## config.mk

```make
export PLATFORM = sky130hd
export DESIGN_NAME = instr_fetch_unit
export DESIGN_NICKNAME = d
export VERILOG_FILES = /design/src/rtl/instr_fetch_unit.sv
export SDC_FILE = /design/constraint.sdc
export NUM_CORES = 1
export LEC_CHECK = 0
export ABC_CLOCK_PERIOD_IN_PS = 4300
export CORE_MARGIN = 3
export CORE_UTILIZATION = 46
export DETAILED_ROUTE_END_ITERATION = 12
export PLACE_DENSITY = 0.82
export SYNTH_ARGS = -nofsm -noshare
export SYNTH_HDL_FRONTEND = slang
export SYNTH_SLANG_ARGS = --single-unit
```

## constraint.sdc

```tcl
create_clock -name clk -period 4.3 [get_ports clk]
set_input_delay 1.075 -clock clk [delete_from_list [all_inputs] [get_ports clk]]
set_output_delay 1.075 -clock clk [all_outputs]
set_load 0.05 [all_outputs]
```

## src/rtl/instr_fetch_unit.sv

```systemverilog
// Instruction fetch stage: owns the PC, reads instruction memory, and holds the IR for control.
// Resolves the next PC from the control decode (jr/J/branch) one cycle after issuing each instruction.
module instr_fetch_unit #(
    parameter logic [31:0] RESET_PC     = 32'h0000_0000,
    parameter int unsigned IMEM_TIMEOUT = 8
) (
    input  logic        clk,
    input  logic        rst,
    output logic        imem_req,
    output logic [31:0] imem_addr,
    input  logic        imem_ack,
    input  logic [31:0] imem_rdata,
    input  logic        stall,
    input  logic        Beq,
    input  logic        Bne,
    input  logic        J,
    input  logic        jr_en,
    input  logic [31:0] jr_target,
    input  logic        Z,
    output logic [31:0] pc,
    output logic [31:0] pc_plus4,
    output logic [31:0] ir,
    output logic [5:0]  opcode,
    output logic [5:0]  funct,
    output logic        ir_valid,
    output logic        fetch_err
);

    localparam int unsigned CNT_W  = $clog2(IMEM_TIMEOUT + 1);
    localparam logic [31:0] NOP_IR = 32'hFC00_0000;

    typedef enum logic [1:0] {
        S_IDLE,
        S_FETCH,
        S_ISSUE,
        S_RESOLVE
    } state_e;

    state_e             state_q, state_d;
    logic [31:0]        pc_q, pc_d;
    logic [31:0]        ir_q, ir_d;
    logic [CNT_W-1:0]   cnt_q, cnt_d;
    logic               err_q, err_d;
    logic               cap_q, cap_d;
    logic               br_taken;
    logic [31:0]        br_off;
    logic               unused_jr_lsbs;

    assign br_taken       = (Beq & Z) | (Bne & ~Z);
    assign br_off         = {{14{ir_q[15]}}, ir_q[15:0], 2'b00};
    assign unused_jr_lsbs = ^jr_target[1:0];

    // Next-state, next-PC and IR capture
    always_comb begin
        state_d = state_q;
        pc_d    = pc_q;
        ir_d    = ir_q;
        cnt_d   = cnt_q;
        err_d   = err_q;
        cap_d   = cap_q;
        case (state_q)
            S_IDLE: begin
                if (!stall) state_d = S_FETCH;
            end
            S_FETCH: begin
                // An ack taken while stalled is remembered so the stage advances on release
                if (imem_ack) begin
                    ir_d  = imem_rdata;
                    cap_d = 1'b1;
                end
                if (!stall) begin
                    if (imem_ack || cap_q) begin
                        state_d = S_ISSUE;
                        cnt_d   = '0;
                        cap_d   = 1'b0;
                    end else if (cnt_q == CNT_W'(IMEM_TIMEOUT - 1)) begin
                        err_d   = 1'b1;
                        ir_d    = NOP_IR;
                        state_d = S_ISSUE;
                        cnt_d   = '0;
                    end else begin
                        cnt_d = cnt_q + CNT_W'(1);
                    end
                end
            end
            S_ISSUE: begin
                if (!stall) state_d = S_RESOLVE;
            end
            S_RESOLVE: begin
                if (!stall) begin
                    if (jr_en)         pc_d = {jr_target[31:2], 2'b00};
                    else if (J)        pc_d = {pc_plus4[31:28], ir_q[25:0], 2'b00};
                    else if (br_taken) pc_d = pc_plus4 + br_off;
                    else               pc_d = pc_plus4;
                    state_d = S_FETCH;
                end
            end
            default: state_d = S_IDLE;
        endcase
    end

    always_ff @(posedge clk) begin
        if (!rst) begin
            state_q <= S_IDLE;
            pc_q    <= RESET_PC;
            ir_q    <= NOP_IR;
            cnt_q   <= '0;
            err_q   <= 1'b0;
            cap_q   <= 1'b0;
        end else begin
            state_q <= state_d;
            pc_q    <= pc_d;
            ir_q    <= ir_d;
            cnt_q   <= cnt_d;
            err_q   <= err_d;
            cap_q   <= cap_d;
        end
    end

    // Stall masks the issue pulse so control sees exactly one pulse per instruction
    assign imem_req  = (state_q == S_FETCH);
    assign imem_addr = pc_q;
    assign pc        = pc_q;
    assign pc_plus4  = pc_q + 32'd4;
    assign ir        = ir_q;
    assign opcode    = ir_q[31:26];
    assign funct     = ir_q[5:0];
    assign ir_valid  = (state_q == S_ISSUE) && !stall;
    assign fetch_err = err_q;

endmodule
```

# After elaboration in Yosys (flattened, before gate mapping)

Index checks and enable logic that the tools add are counted.

Register bits: 72
Bits of input ports: 73
Word-level logic and storage cells: 50

Add/subtract/negate cells: 3
Eq/ne operators: 8
Multiplexer cells: 18
Bitwise gates (word level): 6
Reductions and logical operators: 9

Operator list:

| kind                                                   | number |
|---|---|
| 2-to-1 mux 32 bit                                      | 7 |
| adder 32 x 3 -> 32 bit (second input constant)         | 1 |
| adder 32 bit                                           | 1 |
| 2-to-1 mux 2 bit                                       | 5 |
| 2-to-1 mux 4 bit                                       | 2 |
| AND reduction 4 bit                                    | 2 |
| inequality test 2 bit (second input constant)          | 3 |
| case mux 2 bit (3 select lines)                        | 1 |
| adder 4 x 1 -> 4 bit (second input constant)           | 1 |
| equality test 2 bit (second input constant)            | 2 |
| equality test 4 x 3 -> 1 bit (second input constant)   | 1 |
| AND reduction 2 bit                                    | 2 |
| 2-to-1 mux 1 bit                                       | 3 |
| inequality test 3 x 1 -> 1 bit (second input constant) | 1 |
| inverter 1 bit                                         | 3 |
| bitwise AND 1 bit                                      | 2 |
| equality test 2 x 1 -> 1 bit (second input constant)   | 1 |
| logical NOT 2 bit                                      | 1 |
| OR reduction 2 bit                                     | 1 |
| logical AND 1 bit                                      | 1 |
| logical NOT 1 bit                                      | 1 |
| logical OR 1 bit                                       | 1 |
| OR 1 bit                                               | 1 |

# Longest topological paths before layout

Word-level depth: 6
Mapped depth: 17
Gate-level depth less buffers: 16

# Worst setup path after synthesis

Ideal clock, no wire load.

Path type: reg-to-reg
Start point: register pc_q[3], in the netlist imem_addr[3]
End point: register pc_q[29], in the netlist imem_addr[29]
Arrival: 4.535 ns
Slack: -0.315 ns
Stages on the path, launching flop included: 17
Cells stage by stage: dfxtp_1 -> ha_1 -> and4_1 -> nand3_2 -> nor2_1 -> xor2_1 -> ha_1 -> clkbuf_1 -> a211o_1 -> o211ai_1 -> a21oi_1 -> or4_1 -> a21o_1 -> a21boi_1 -> xnor2_1 -> mux2i_1 -> o211ai_1

Longest elaborated chain between the ends: 5

Ends and longest elaborated chain:

| item                     | line | text |
|---|---|---|
| start: declaration       | 40   | `logic [31:0] pc_q, pc_d;` |
| start signal: assignment | 112  | `pc_q <= pc_d;` |
| adder 32 x 3 -> 32 bit   | 124  | `assign pc_plus4 = pc_q + 32'd4;` |
| named net pc_plus4[16]   | 21   | `output logic [31:0] pc_plus4,` |
| adder 32 bit             | 93   | `else if (br_taken) pc_d = pc_plus4 + br_off;` |
| 2-to-1 mux 32 bit        | 93   |  |
| 2-to-1 mux 32 bit        | 92   | `else if (J) pc_d = {pc_plus4[31:28], ir_q[25:0], 2'b00};` |
| 2-to-1 mux 32 bit        | 91   | `if (jr_en) pc_d = {jr_target[31:2], 2'b00};` |

The timed path passes the listed nets, and every way through them passes these cells.
A chain may end at the register's enable or synchronous reset.

# Worst setup path in the final report

Start point: register pc_q[5], in the netlist imem_addr[5]
End point: output pc_plus4[27]

Longest elaborated chain between the ends: 1

Ends and longest elaborated chain:

| item                   | line |
|---|---|
| adder 32 x 3 -> 32 bit | 124 |
| end: declaration       | 21 |

Every way passes these cells.

==> impl_metrics.yaml <==
clocking:
  clock_insertion_delay_worst_skew_ns: 0.34
  cts_hold_repair.buffers: 0
  htreeDepth: 3
  cts-buffers-inserted: 9
  clk_root_buffer_cell: "sky130_fd_sc_hd__clkbuf_16"
  clk_pin_slew_worst_paths_ns: 0.06
  clock_sink_count: 70
  tritoncts: "built"
  cts_buffer_depth: 2
run_status:
  outcome: "completed"
floorplan:
  die_y_um: 120
  core-area_sq_um: 12400
  num_io_pins: 216
  die_width_um: 120
  std_cell_rows: 40
  effective_utilization_at_floorplan_pct: 48.3
  die_area_sq_um: 14400
worst_hold_path:
  worst_min_delay_path_class: "reg -> reg"
sta:
  final_period_minus_worst_setup_slack_ns: 4.16
  hold_viol: 0
  finalClockSkew_ns: 0.0111
  slew_headroom_pct: 24.8
  finalMaxSlewViolations: 0
  timing.fmax_mhz: 241
  setup_total_negative_slack_ns: 0
  grt_setup_unrepaired: "no"
  worst_slack_ns: 0.142
  timing_worst_slew_pin_value_ns: 1.13
  setup-violations-final: 0
  min_period_over_period_pct: 96.7
setup_path:
  crit_fanout: 7
  startpoint_type: "register"
  timing.critical_path.required_ns: 3.22
  critPathArrivalTime_ns: 3.08
  worst-r2r-setup-slack_ns: 0.25
  critical_path_class: "reg -> out"
  worst_setup_path_end_kind: "output pin"
layout:
  multiInputGateArea_sq_um: 4170
  final_area_sq_um: 8300
  layout-drive-gt1-share_pct: 7.72
  insertedDiodeCount: 0
  final_core_util_pct: 67.2
  sequential_area_sq_um: 1400
  stdcell_count: 1126
  final.fill_count: 1077
  syn2layout_area_growth_pct: 39.2
  finish.net_count: 1069
synth:
  synth_xor_area_share_pct: 7.32
  postSynth.topFlopCell: "sky130_fd_sc_hd__dfxtp_1"
  synth_area_per_cell_sq_um: 7.43
  synth_top_family_by_area: "compound AO/OA/AOI/OAI gates"
  synth_cell_type_count: 73
  syn_inst: 803
  post_synth_mux_area_share_pct: 1.03
  synth-compound-area-share_pct: 26.3
  synth_sequential_area_ratio_pct: 23.5
  synthesis.yosys.warnings: 0
  synth-simple-area-share_pct: 23.5
  yosys_register_bits: 70
  synth.cell_area_sq_um: 5970
  synthArstFlopShare_pct: 0
  synth_enable_flop_cells: 0
  fraction_of_the_mapped_netlist_area_in_adder_cells_pct: 8.93
global_routing:
  number_of_antenna_violations_at_the_first_check_in_global_routing: 0
  overflow: 0
  gr-usage-all-layers_pct: 26.9
  grt_pass1_vias: 6064
  pin_count_of_the_biggest_net_entering_global_routing: 46
  wire_length_of_the_first_global_routing_pass_mm: 31.7
route:
  vias: 6578
  drt-wirelength-per-cell_um: 17.8
  drt_pass1_iterations: 6
  detail_route.iter0.violations: 692
  avgViaCountPerCell: 5.84
  drc: 0
  totalWireLength_mm: 20.0
  ant_nets: 0
power:
  power.density_nw_per_um2: 376
  ir_worst_vdd_v: 0.000357
  power.leakage_uw: 0.00346
place:
  io_buffers: 207
  post-dp-hpwl_mm: 15.0
  post_place_setup_slack_ns: 0.398
  dpl.cell_count: 1111
  gp_congestion: 0.912
  dpl_cell_area_sq_um: 8030
job:
  cap_viol_max_count: 0
## critical path, cell delays in order, from the launching register on
cell,delay (ns)
sky130_fd_sc_hd__dfxtp_1,0.46
sky130_fd_sc_hd__and4_1,0.34
sky130_fd_sc_hd__nand4_4,0.20
sky130_fd_sc_hd__nor3_2,0.40
sky130_fd_sc_hd__nand2_1,0.12
sky130_fd_sc_hd__xnor2_1,0.33
sky130_fd_sc_hd__clkdlybuf4s50_1,0.89
## power breakdown
group	switching (uW)	internal (uW)
registers	114	732
logic	1030	548
clock network	312	387
total	1460	1670
## sequential cells by signal, summed over array words and instances (netlist names)
register   cells
ir            32
imem_addr     30
state_q        2
cap_q          1
fetch_err      1
cnt_q          4
## through the flow
stage	hold slack, ns	power, uW
after global placement	0.448	2400
after CTS	0.482	3120
after detailed placement	0.471	2430
after floorplan	0.518	1960
final	0.480	3120
after global routing	0.507	3250
## Yosys cell counts (all sizes together), types with 2 or more instances
library cell | number | share of area (%)
ha | 41 | 8.6
and2 | 6 | 0.63
a21o | 17 | 2.2
buf | 50 | 6.2
o41ai | 3 | 0.57
nor2b | 7 | 0.73
a211o | 3 | 0.44
nand3 | 34 | 2.9
o311ai | 5 | 0.73
o21ai | 52 | 4.4
a21boi | 3 | 0.38
or3 | 4 | 0.42
nor2 | 41 | 2.6
o21a | 6 | 0.75
and4 | 10 | 1.5
nand2 | 133 | 8.4
nor3b | 2 | 0.25
mux2i | 5 | 0.84
nand4 | 15 | 1.8
nand3b | 2 | 0.25
o2111ai | 2 | 0.29
nand2b | 8 | 0.84
dfxtp | 70 | 23
and3 | 5 | 0.55
nor3 | 19 | 1.8
o211ai | 17 | 2.1
clkbuf | 43 | 2.7
xor2 | 22 | 3.4
a21oi | 85 | 7.1
a211oi | 8 | 1.1
o211a | 9 | 1.5
o221ai | 2 | 0.29
inv | 7 | 0.44
xnor2 | 27 | 4.0
o22ai | 4 | 0.42
a2111oi | 2 | 0.61
a31oi | 9 | 0.94
a311oi | 2 | 0.29
a221oi | 5 | 0.73
## cell type report
cell class	instances	share of cell area (%)
clock buffers	9	2.71
clock inverters	6	0.482
inverters	8	0.362
multi-input cells	637	50.2
flip-flops and latches	70	16.9
well taps	168	2.53
repair buffers	228	26.8
## layer usage
| layer | routed length, um | GRT usage, % |
|---|---|---|
| met4 | 361 | 6.73 |
| met3 | 1850 | 5.66 |
| met5 | 0 | 0 |
| met2 | 9280 | 43.4 |
| met1 | 8550 | 36.9 |
## repair_timing
item	CTS	global route
gates resized for setup	0	2
endpoints found under the setup margin	0	2
setup buffers	0	0
## cells in the final DEF (no fill, tap or decap), types with 5 or more instances in the layout
cell type and instances:
sky130_fd_sc_hd__nand2_1 133, sky130_fd_sc_hd__nor2_1 41, sky130_fd_sc_hd__a211oi_1 7, sky130_fd_sc_hd__and2_1 6, sky130_fd_sc_hd__and4_1 9, sky130_fd_sc_hd__a21o_1 16
sky130_fd_sc_hd__o21ai_0 50, sky130_fd_sc_hd__xnor2_1 16, sky130_fd_sc_hd__xor2_2 6, sky130_fd_sc_hd__nor2b_1 6, sky130_fd_sc_hd__clkbuf_16 9, sky130_fd_sc_hd__o211a_1 9
sky130_fd_sc_hd__clkdlybuf4s50_1 202, sky130_fd_sc_hd__xor2_1 15, sky130_fd_sc_hd__inv_1 7, sky130_fd_sc_hd__a31oi_1 9, sky130_fd_sc_hd__buf_4 24, sky130_fd_sc_hd__nand2b_1 8
sky130_fd_sc_hd__nand4_1 14, sky130_fd_sc_hd__xnor2_2 11, sky130_fd_sc_hd__ha_1 41, sky130_fd_sc_hd__conb_1 6, sky130_fd_sc_hd__nand3_1 33, sky130_fd_sc_hd__a221oi_1 5
sky130_fd_sc_hd__o21a_1 6, sky130_fd_sc_hd__o211ai_1 17, sky130_fd_sc_hd__dfxtp_1 70, sky130_fd_sc_hd__nor3_1 17, sky130_fd_sc_hd__a21oi_1 85
## cells by family (layout without fill, tap and decap cells)
family          Yosys count  after routing
compound gates          243            243
flops                    70             70
simple gates            291            291
mux                       6              6
xor+xnor                 49             49
buf+inv                 101            251
other cells               1              6
fa+ha+maj                42             42
## path summary, 6_finish.rpt
kind                         to  depth (start not counted)          from
setup / recovery   pc_plus4[27]                          6  imem_addr[5]
setup reg to reg  imem_addr[25]                         14  imem_addr[3]
hold / removal           ir[17]                          2        ir[17]
hold reg to reg          ir[17]                          2        ir[17]
Power figures use the tool's default switching activity.
